--- src/rtl/sipo_frame_ctrl.sv ---
// ---------------------------------------------------------------------------
// sipo_frame_ctrl
//
// Framed serial-in / parallel-out capture controller. A start strobe arms
// capture; each bit_en strobe shifts one serial bit into an internal shift
// register. When WIDTH bits have been captured, the word moves into a held
// output register that is offered to the consumer on a valid/ready
// handshake. Because the output is double-buffered against the shift
// register, the next frame can shift in while the previous word waits.
//
// Parameters
//   WIDTH      word length in bits (>= 2)
//   MSB_FIRST  1: first received bit ends up in po[WIDTH-1]
//              0: first received bit ends up in po[0]
//
// Ports
//   clk       in   system clock, rising edge
//   clear     in   synchronous active-high reset
//   start     in   frame start strobe (arms, or aborts and restarts)
//   si        in   serial data bit, used only with bit_en in SHIFT
//   bit_en    in   one bit is taken per cycle this is high
//   po_ready  in   consumer accepts po while po_valid is high
//   po        out  held parallel word
//   po_valid  out  po holds a word not yet accepted
//   busy      out  a frame capture is in progress
//   overrun   out  sticky: a completed word had nowhere to go
//   bit_cnt   out  number of bits captured in the current frame
// ---------------------------------------------------------------------------
module sipo_frame_ctrl #(
    parameter int WIDTH     = 4,
    parameter int MSB_FIRST = 1
) (
    input  logic                       clk,
    input  logic                       clear,
    input  logic                       start,
    input  logic                       si,
    input  logic                       bit_en,
    input  logic                       po_ready,
    output logic [WIDTH-1:0]           po,
    output logic                       po_valid,
    output logic                       busy,
    output logic                       overrun,
    output logic [$clog2(WIDTH+1)-1:0] bit_cnt
);

    localparam int CNT_W = $clog2(WIDTH + 1);

    // Index of the last bit of a frame; the edge that takes this bit
    // completes the word.
    localparam logic [CNT_W-1:0] LAST_IDX = CNT_W'(WIDTH - 1);

    typedef enum logic [0:0] {
        IDLE  = 1'b0,
        SHIFT = 1'b1
    } state_t;

    // Registered state
    state_t             state_r;
    logic [WIDTH-1:0]   sr_r;
    logic [CNT_W-1:0]   bit_cnt_r;
    logic [WIDTH-1:0]   po_r;
    logic               po_valid_r;
    logic               overrun_r;
    logic               busy_r;

    // Next-state values
    state_t             state_s;
    logic [WIDTH-1:0]   sr_s;
    logic [CNT_W-1:0]   bit_cnt_s;
    logic [WIDTH-1:0]   po_s;
    logic               po_valid_s;
    logic               overrun_s;

    // Helper terms
    logic [WIDTH-1:0]   shifted_s;
    logic               transfer_s;
    logic               last_bit_s;
    logic               can_load_s;

    // Shift register contents after taking the current si, in the chosen order.
    always_comb begin
        shifted_s = sr_r;
        if (MSB_FIRST != 0) begin
            shifted_s = {sr_r[WIDTH-2:0], si};
        end else begin
            shifted_s = {si, sr_r[WIDTH-1:1]};
        end
    end

    // Handshake and completion qualifiers.
    always_comb begin
        transfer_s = po_valid_r & po_ready;
        last_bit_s = (bit_cnt_r == LAST_IDX);
        // The holding register is free if empty or being emptied this edge.
        can_load_s = (~po_valid_r) | po_ready;
    end

    // Next-state and datapath update for frame capture and the output holder.
    always_comb begin
        state_s    = state_r;
        sr_s       = sr_r;
        bit_cnt_s  = bit_cnt_r;
        po_s       = po_r;
        po_valid_s = po_valid_r;
        overrun_s  = overrun_r;

        // A transfer empties the holder unless a completion refills it below.
        if (transfer_s) begin
            po_valid_s = 1'b0;
        end else begin
            po_valid_s = po_valid_r;
        end

        case (state_r)
            IDLE: begin
                // bit_en/si are ignored here; a bit coincident with start is
                // not captured.
                if (start) begin
                    state_s   = SHIFT;
                    sr_s      = '0;
                    bit_cnt_s = '0;
                end else begin
                    state_s   = IDLE;
                end
            end

            SHIFT: begin
                if (start) begin
                    // Abort and restart; beats bit_en, including on what
                    // would have been the completing bit.
                    state_s   = SHIFT;
                    sr_s      = '0;
                    bit_cnt_s = '0;
                end else if (bit_en) begin
                    sr_s = shifted_s;
                    if (last_bit_s) begin
                        state_s   = IDLE;
                        bit_cnt_s = '0;
                        if (can_load_s) begin
                            po_s       = shifted_s;
                            po_valid_s = 1'b1;
                        end else begin
                            // Holder still occupied: drop the word.
                            overrun_s = 1'b1;
                        end
                    end else begin
                        bit_cnt_s = bit_cnt_r + CNT_W'(1);
                    end
                end else begin
                    // No strobe: hold position, no timeout.
                    state_s = SHIFT;
                end
            end

            default: begin
                state_s   = IDLE;
                sr_s      = '0;
                bit_cnt_s = '0;
            end
        endcase
    end

    // State and output registers with synchronous clear.
    always_ff @(posedge clk) begin
        if (clear) begin
            state_r    <= IDLE;
            sr_r       <= '0;
            bit_cnt_r  <= '0;
            po_r       <= '0;
            po_valid_r <= 1'b0;
            overrun_r  <= 1'b0;
            busy_r     <= 1'b0;
        end else begin
            state_r    <= state_s;
            sr_r       <= sr_s;
            bit_cnt_r  <= bit_cnt_s;
            po_r       <= po_s;
            po_valid_r <= po_valid_s;
            overrun_r  <= overrun_s;
            busy_r     <= (state_s == SHIFT);
        end
    end

    assign po       = po_r;
    assign po_valid = po_valid_r;
    assign busy     = busy_r;
    assign overrun  = overrun_r;
    assign bit_cnt  = bit_cnt_r;

endmodule

--- config.mk ---
export PLATFORM = sky130hd
export DESIGN_NAME = sipo_frame_ctrl
export DESIGN_NICKNAME = d
export VERILOG_FILES = /design/src/rtl/sipo_frame_ctrl.sv
export SDC_FILE = /design/constraint.sdc
export NUM_CORES = 1
export LEC_CHECK = 0
export ABC_CLOCK_PERIOD_IN_PS = 1780
export CORE_AREA = 10 10 47 49
export CTS_CLUSTER_SIZE = 12
export DETAILED_ROUTE_END_ITERATION = 12
export DIE_AREA = 0 0 57 59
export GPL_TIMING_DRIVEN = 1
export PLACE_DENSITY_LB_ADDON = 0.3
export SYNTH_ARGS = -nofsm -noshare
export SYNTH_HDL_FRONTEND = slang
export SYNTH_SLANG_ARGS = --single-unit
--- constraint.sdc ---
create_clock -name clk -period 1.78 [get_ports clk]
set_input_delay 0.178 -clock clk [delete_from_list [all_inputs] [get_ports clk]]
set_output_delay 0.178 -clock clk [all_outputs]
set_load 0.1 [all_outputs]
==> results.md, run 1 <==
- IO Count: 16
- Root Driver: clkbuf_4
- Synth area leaders: dfxtp_1 47%, nand2b_1 12%, mux2i_1 7.2%, a21oi_1 6.3%, nand2_1 5.4%
- NumNets Final: 84
- Non-Filler Instances: 92
- DR pass1 iterations: 3
- Pwr dens: 734.0 mW/mm2
- Delay-heaviest family, CP: simple AND/OR/NAND/NOR gates
- Seq/Total Area, Yosys: 0.4685
- Area after DPL: 700.7 um2
- TritonCTS buffer count: 3
- CP arrival: 1600 ps
- Sink Count: 13
- Worst Hold Class: reg2reg
- Final Max Slew Viols: 0
- Synth Flop Type: dfxtp_1
- Port bufs: 15
- Cell row count: 14
- RSZ-0062 raised after global routing: no
- Area Overhead vs Synth: 30.86%
- Starting Density: 0.3964
- Clock latency at the later pin of the worst-skew pair: 280 ps
- Hold Vio Cnt, Final: 0
- Dpl cells: 88
- Die area: 0.003363 mm2
- Setup Total Neg Slack: 0 ps
- Crit-path cells: ha_1, nand2b_1, nor4b_4, mux2i_1
- Max cap viols: 0
- Peak VDD IR: 0.3824 mV
- DRT antenna net count: 0
- Post-CTS setup buffer count: 0
- Post-Route WL: 1.159 mm
- Hold Buf Count CTS: 0
- DRC Markers: 0
- Yosys top cell by area: dfxtp_1
- Dpl hpwl: 874.6 um
- Clock transition at path regs: 80 ps
- First-pass GRT wire length: 1.980 mm
- Initial antenna violation count: 0
- Status: finished, final reports clean
- Yosys warning count: 0
- CP Capture Type: register
- Most instantiated cells after synthesis: 13 x dfxtp_1, 11 x nand2b_1, 8 x nand2_1
- # diodes: 0
- Max Clk Rate: 715.8 MHz
- Synth cell types: 18
- Initial DRC count: 2
- Finished Cell Area: 726.9 um2
- Tmin final: 1397 ps
- CTS tree: built
- CP Max Fanout: 4
- CTS H-Tree Depth: 1
- Post-CTS Resized: 0
- Count leader, synth: dfxtp_1
- Total Routing Usage GR: 0.07609
- Tightest Pin Transition: 382.3 ps
- Share of post-route cells with drive strength above 1: 0.2763
- Slowest cell on the critical path: nor4b_4
- Die X: 57 um
- Post-synth top area share: 0.4685
- Yosys reg bits: 13
- Period utilization: 0.7848
- Slew HR: 0.7440
- Multi-input gate area: 280.3 um2
- Vias per cell: 4.815
- RD Place Congestion: 0.7420
- Mapped Avg Cell Area: 9.416 um2
- Tot Pwr: 533.6 uW
- Final setup fails: 0
- Worst path max stage delay: 390 ps
- Setup Skew: 5.377 ps
- Grt total ovfl: 0
- Syn_nets: 66
- Drt wl/cell: 12.60 um
- Die Ht: 59 um
- Required @ worst endpoint: 1980 ps
- Async SR Flop Fraction: 0
- P_leak: 0.2680 nW
- Vias in the first global route: 431
- Register Area: 264.0 um2
- Core Box Area: 0.001401 mm2
- Routed via count: 443
- Util after Layout: 0.5188
- Post-Synthesis Cell Area: 555.5 um2
- Number of flops mapped to enable cells by yosys: 0
- Startpoint types: register
- CP bufs+invs: 0
- Cell count after synthesis: 59
- Pin count of the biggest net entering global routing: 13
- Fill count: 142
- Clk buf depth: 2
- CP Class: reg2reg
-- area by class of cell --
class / instances / share of cell area
clock buffers: 4 / 0.03614
inverters: 1 / 0.005164
multi-input cells: 42 / 0.3855
flip-flops and latches: 13 / 0.3632
well taps: 16 / 0.02754
repair buffers: 16 / 0.1824
-- metrics by stage --
| stage | worst slack (ps) | hold slack, ps |
|---|---|---|
| floorplan | 95.00 | 295.3 |
| finish | 383.0 | 452.4 |
| CTS | 348.2 | 452.9 |
| global route | 248.5 | 482.7 |
| detailed placement | 217.2 | 442.0 |
| global placement | 223.9 | 443.3 |
-- where the power goes --
part	total, mW	internal, mW	leakage, nW	switching, mW
sequential	0.297	0.294	0.106	0.00285
combinational	0.0561	0.0217	0.147	0.0344
clock	0.181	0.0870	0.0150	0.0938
total	0.534	0.403	0.268	0.131
-- per-layer routing --
| metal | global-route usage | share of wire |
|---|---|---|
| met4 | 0.08054 | 0.039 |
| met1 | 0.08092 | 0.43 |
| met3 | 0.03648 | 0.079 |
| met5 | 0 | 0 |
| met2 | 0.1039 | 0.45 |
-- sequential cells by signal (all words and copies together) (netlist names) --
name      cells
po            4
bit_cnt       3
sr_r          3
busy          1
overrun       1
po_valid      1
-- worst paths after layout --
check / end / slack [ps] / depth (start not counted) / startpoint
min reg2reg: bit_cnt[2] / 450 / 2 / bit_cnt[2]
min: bit_cnt[2] / 450 / 2 / bit_cnt[2]
max reg2reg: po[0] / 380 / 4 / bit_cnt[0]
max: po[0] / 380 / 4 / bit_cnt[0]
-- tightest hold or removal path: cells and delay by family (launching register included) --
family          cells  cell delay [ps]
compound gates      1               30
buf+inv             1               50
flops               1              330
-- kinds of logic after synthesis --
kind of cell               after synthesis  share of synthesized area
AOI/OAI and AO/OA                        9                    0.09909
adders and majority gates                1                    0.02252
DFF                                     13                     0.4685
and+or+nand+nor                         28                     0.3108
buffers and inverters                    4                    0.02702
muxes                                    4                    0.07207
-- cell usage in the layout (no fill, tap or decap), types with 2 or more instances in the layout --
master           Yosys  final
mux2i_1              4      4
nand2_1              8      8
clkbuf_4             0      3
dfxtp_1             13     10
clkdlybuf4s50_1      0      5
nand2b_1            11     11
buf_4                0     11
nand3b_1             2      2
dfxtp_2              0      3
a21oi_1              7      7
Power figures use the tool's default switching activity.
==> inputs of run 2 (changes only) <==
--- a/config.mk
+++ b/config.mk
@@ -5,7 +5,7 @@
 export SDC_FILE = /design/constraint.sdc
 export NUM_CORES = 1
 export LEC_CHECK = 0
-export ABC_CLOCK_PERIOD_IN_PS = 1780
+export ABC_CLOCK_PERIOD_IN_PS = 1400
 export CORE_AREA = 10 10 47 49
 export CTS_CLUSTER_SIZE = 12
 export DETAILED_ROUTE_END_ITERATION = 12
==> constraint.sdc (replaced) <==
create_clock -name clk -period 1.4 [get_ports clk]
set_input_delay 0.14 -clock clk [delete_from_list [all_inputs] [get_ports clk]]
set_output_delay 0.14 -clock clk [all_outputs]
set_load 0.1 [all_outputs]
==> results.md, run 2 (same netlist as run 1, synthesis figures left out) <==
- Crit path launch: bit_cnt[1]
- Vias in the first global route: 450 (+4.4%)
- CTS tree: built
- TritonCTS buffer count: 3 (unchanged)
- Most frequent cells in the layout: 10 x nand2b_1, 10 x buf_12, 8 x nand2_1, 8 x dfxtp_1
- Slew HR: 0.8540 (+0.1100)
- R2r endpoint: po[3]
- CTS H-Tree Depth: 1 (unchanged)
- Delay-heaviest family, CP: flip-flops
- Core Box Area: 0.001401 mm2 (unchanged)
- Switching Fraction: 0.2492 (+0.003526)
- Dpl cells: 92 (+4.5%)
- Dpl hpwl: 930.2 um (+6.4%)
- Setup Skew: 0.7989 ps (-4.578 ps)
- Register Area: 274.0 um2 (+3.8%)
- Crit-path cells: ha_4, nand2b_4, nor4b_4, buf_4, mux2i_1
- Worst r2r path cells: 5 (+1)
- Pin count of the biggest net entering global routing: 13 (unchanged)
- Post-CTS Resized: 0 (unchanged)
- Initial antenna violation count: 0 (unchanged)
- Area Overhead vs Synth: 66.89%
- Die Ht: 59 um (unchanged)
- CP arrival: 1480 ps (-120 ps)
- Tot Pwr: 692.2 uW (+30%)
- Initial DRC count: 5 (+3)
- Required @ worst endpoint: 1610 ps (-370 ps)
- Seq pwr share: 0.541 (-0.015)
- Startpoint types: register
- Period utilization: 0.9068 (+0.1219)
- Fill count: 102 (-28%)
- Pwr dens: 746.6 mW/mm2 (+1.7%)
- Slowest cell on the critical path: dfxtp_4
- Die X: 57 um (unchanged)
- Final hold slack: 459.3 ps (+6.902 ps)
- RSZ-0062 raised after global routing: no
- Sink Count: 13 (unchanged)
- Peak VDD IR: 0.5197 mV (+36%)
- Root Driver: clkbuf_4
- Worst Hold Class: reg2reg
- DRT antenna net count: 0 (unchanged)
- Critical path depth: 5 (+1)
- Post-Route WL: 1.225 mm (+5.7%)
- NumNets Final: 90 (+7.1%)
- Vias per cell: 4.857 (+0.87%)
- Drt wl/cell: 12.50 um (-0.78%)
- Worst R2R Setup Slack: 130 ps (-250 ps)
- Routed via count: 476 (+7.4%)
- Die area: 0.003363 mm2 (unchanged)
- Share of post-route cells with drive strength above 1: 0.3780 (+0.1017)
- Tightest Pin Transition: 219.0 ps (-163.3 ps)
- Net Sw Power: 172.5 uW (+32%)
- CP Max Fanout: 4 (unchanged)
- DRC Markers: 0 (unchanged)
- CP bufs+invs: 1 (+1)
- Status: finished, final reports clean
- CP Class: reg2reg
- Crit path to: po[3]
- RD Place Congestion: 0.7650 (+3.1%)
- First-pass GRT wire length: 2.083 mm (+5.2%)
- Comb pwr share: 0.123 (+0.018)
- Clock latency at the later pin of the worst-skew pair: 280 ps (about the same)
- # diodes: 0 (unchanged)
- Starting Density: 0.3964 (unchanged)
- Clk buf depth: 2 (unchanged)
- Internal: 519.7 uW (+29%)
- DR pass1 iterations: 4 (+1)
- Port bufs: 15 (unchanged)
- Origin of the critical flop-to-flop path: bit_cnt[1]
- Worst path max stage delay: 360 ps (-30 ps)
- Max reg flops: 4 (unchanged)
- Clock power share: 0.337 (-0.002)
- Max cap viols: 0 (unchanged)
- Grt total ovfl: 0 (unchanged)
- Total Routing Usage GR: 0.07846 (+0.002370)
- Hold Vio Cnt, Final: 0 (unchanged)
- Final Max Slew Viols: 0 (unchanged)
- Tmin final: 1269 ps (-127.5 ps)
- Multi-input gate area: 300.3 um2 (+7.1%)
- Clock transition at path regs: 80 ps (about the same)
- CP Capture Type: register
- Cell row count: 14 (unchanged)
- Max Clk Rate: 787.7 MHz (+10%)
- Final setup fails: 0 (unchanged)
- P_leak: 0.3260 nW (+22%)
- IO Count: 16 (unchanged)
- Non-Filler Instances: 98 (+6.5%)
## run 2: final cells by class
| cell class | instances | area share |
|---|---|---|
| Timing Repair Buffer | 22 | 0.3266 |
| Sequential cell | 13 | 0.2955 |
| Clock buffer | 4 | 0.02834 |
| Inverter | 1 | 0.004049 |
| Tap cell | 16 | 0.02159 |
| Multi-Input combinational cell | 42 | 0.3239 |
## run 2: how the worst min path moves through the flow
stage	slack, ps	cells past startpoint	startpoint	endpoint
2_1_floorplan	260	2	start	busy
3_3_place_gp	450	2	sr_r[2]	sr_r[2]
3_5_place_dp	450	2	sr_r[2]	sr_r[2]
4_1_cts	460	2	sr_r[2]	sr_r[2]
5_1_grt	480	3	si	sr_r[0]
6_report	460	2	sr_r[2]	sr_r[2]
## run 2: metal layers
layer / routed length (um) / global-route usage / up-vias
met3: 105 / 0.03648 / 4
met5: 0 / 0 / -
met2: 593 / 0.1256 / 10
met4: 34 / 0.07047 / 0
met1: 491 / 0.07425 / 219
li1: - / - / 243
## run 2: timing repair
action | in CTS | in global routing
hold endpoints to repair | 0 | 0
setup buffers | 0 | 2
setup endpoints to repair | 0 | 1
hold buffers | 0 | 0
## run 2: power groups by stage
stage | registers, mW | clock network [mW] | logic [mW]
finish | 0.374 | 0.233 | 0.0849
global route | 0.375 | 0.252 | 0.0890
CTS | 0.375 | 0.243 | 0.0831
detailed placement | 0.384 | 0 | 0.0830
global placement | 0.383 | 0 | 0.0832
floorplan | 0.403 | 0 | 0.0228
## run 2: through the flow
stage	utilization	area, um2	worst slack [ps]	TNS (ps)
finish	0.6616	927.1	130.5	0
global route	0.6616	927.1	13.19	0
CTS	0.6509	912.1	91.05	0
detailed placement	0.6321	885.9	2.198	0
global placement	0.6321	885.9	-10.17	-10.17
floorplan	-	589.3	-78.87	-315.5
## run 2: worst reg2reg max path, stage by stage (launching register included)
cell      delay [ps]
dfxtp_4          360
ha_4             150
nand2b_4          70
nor4b_4          260
buf_4            180
mux2i_1          180
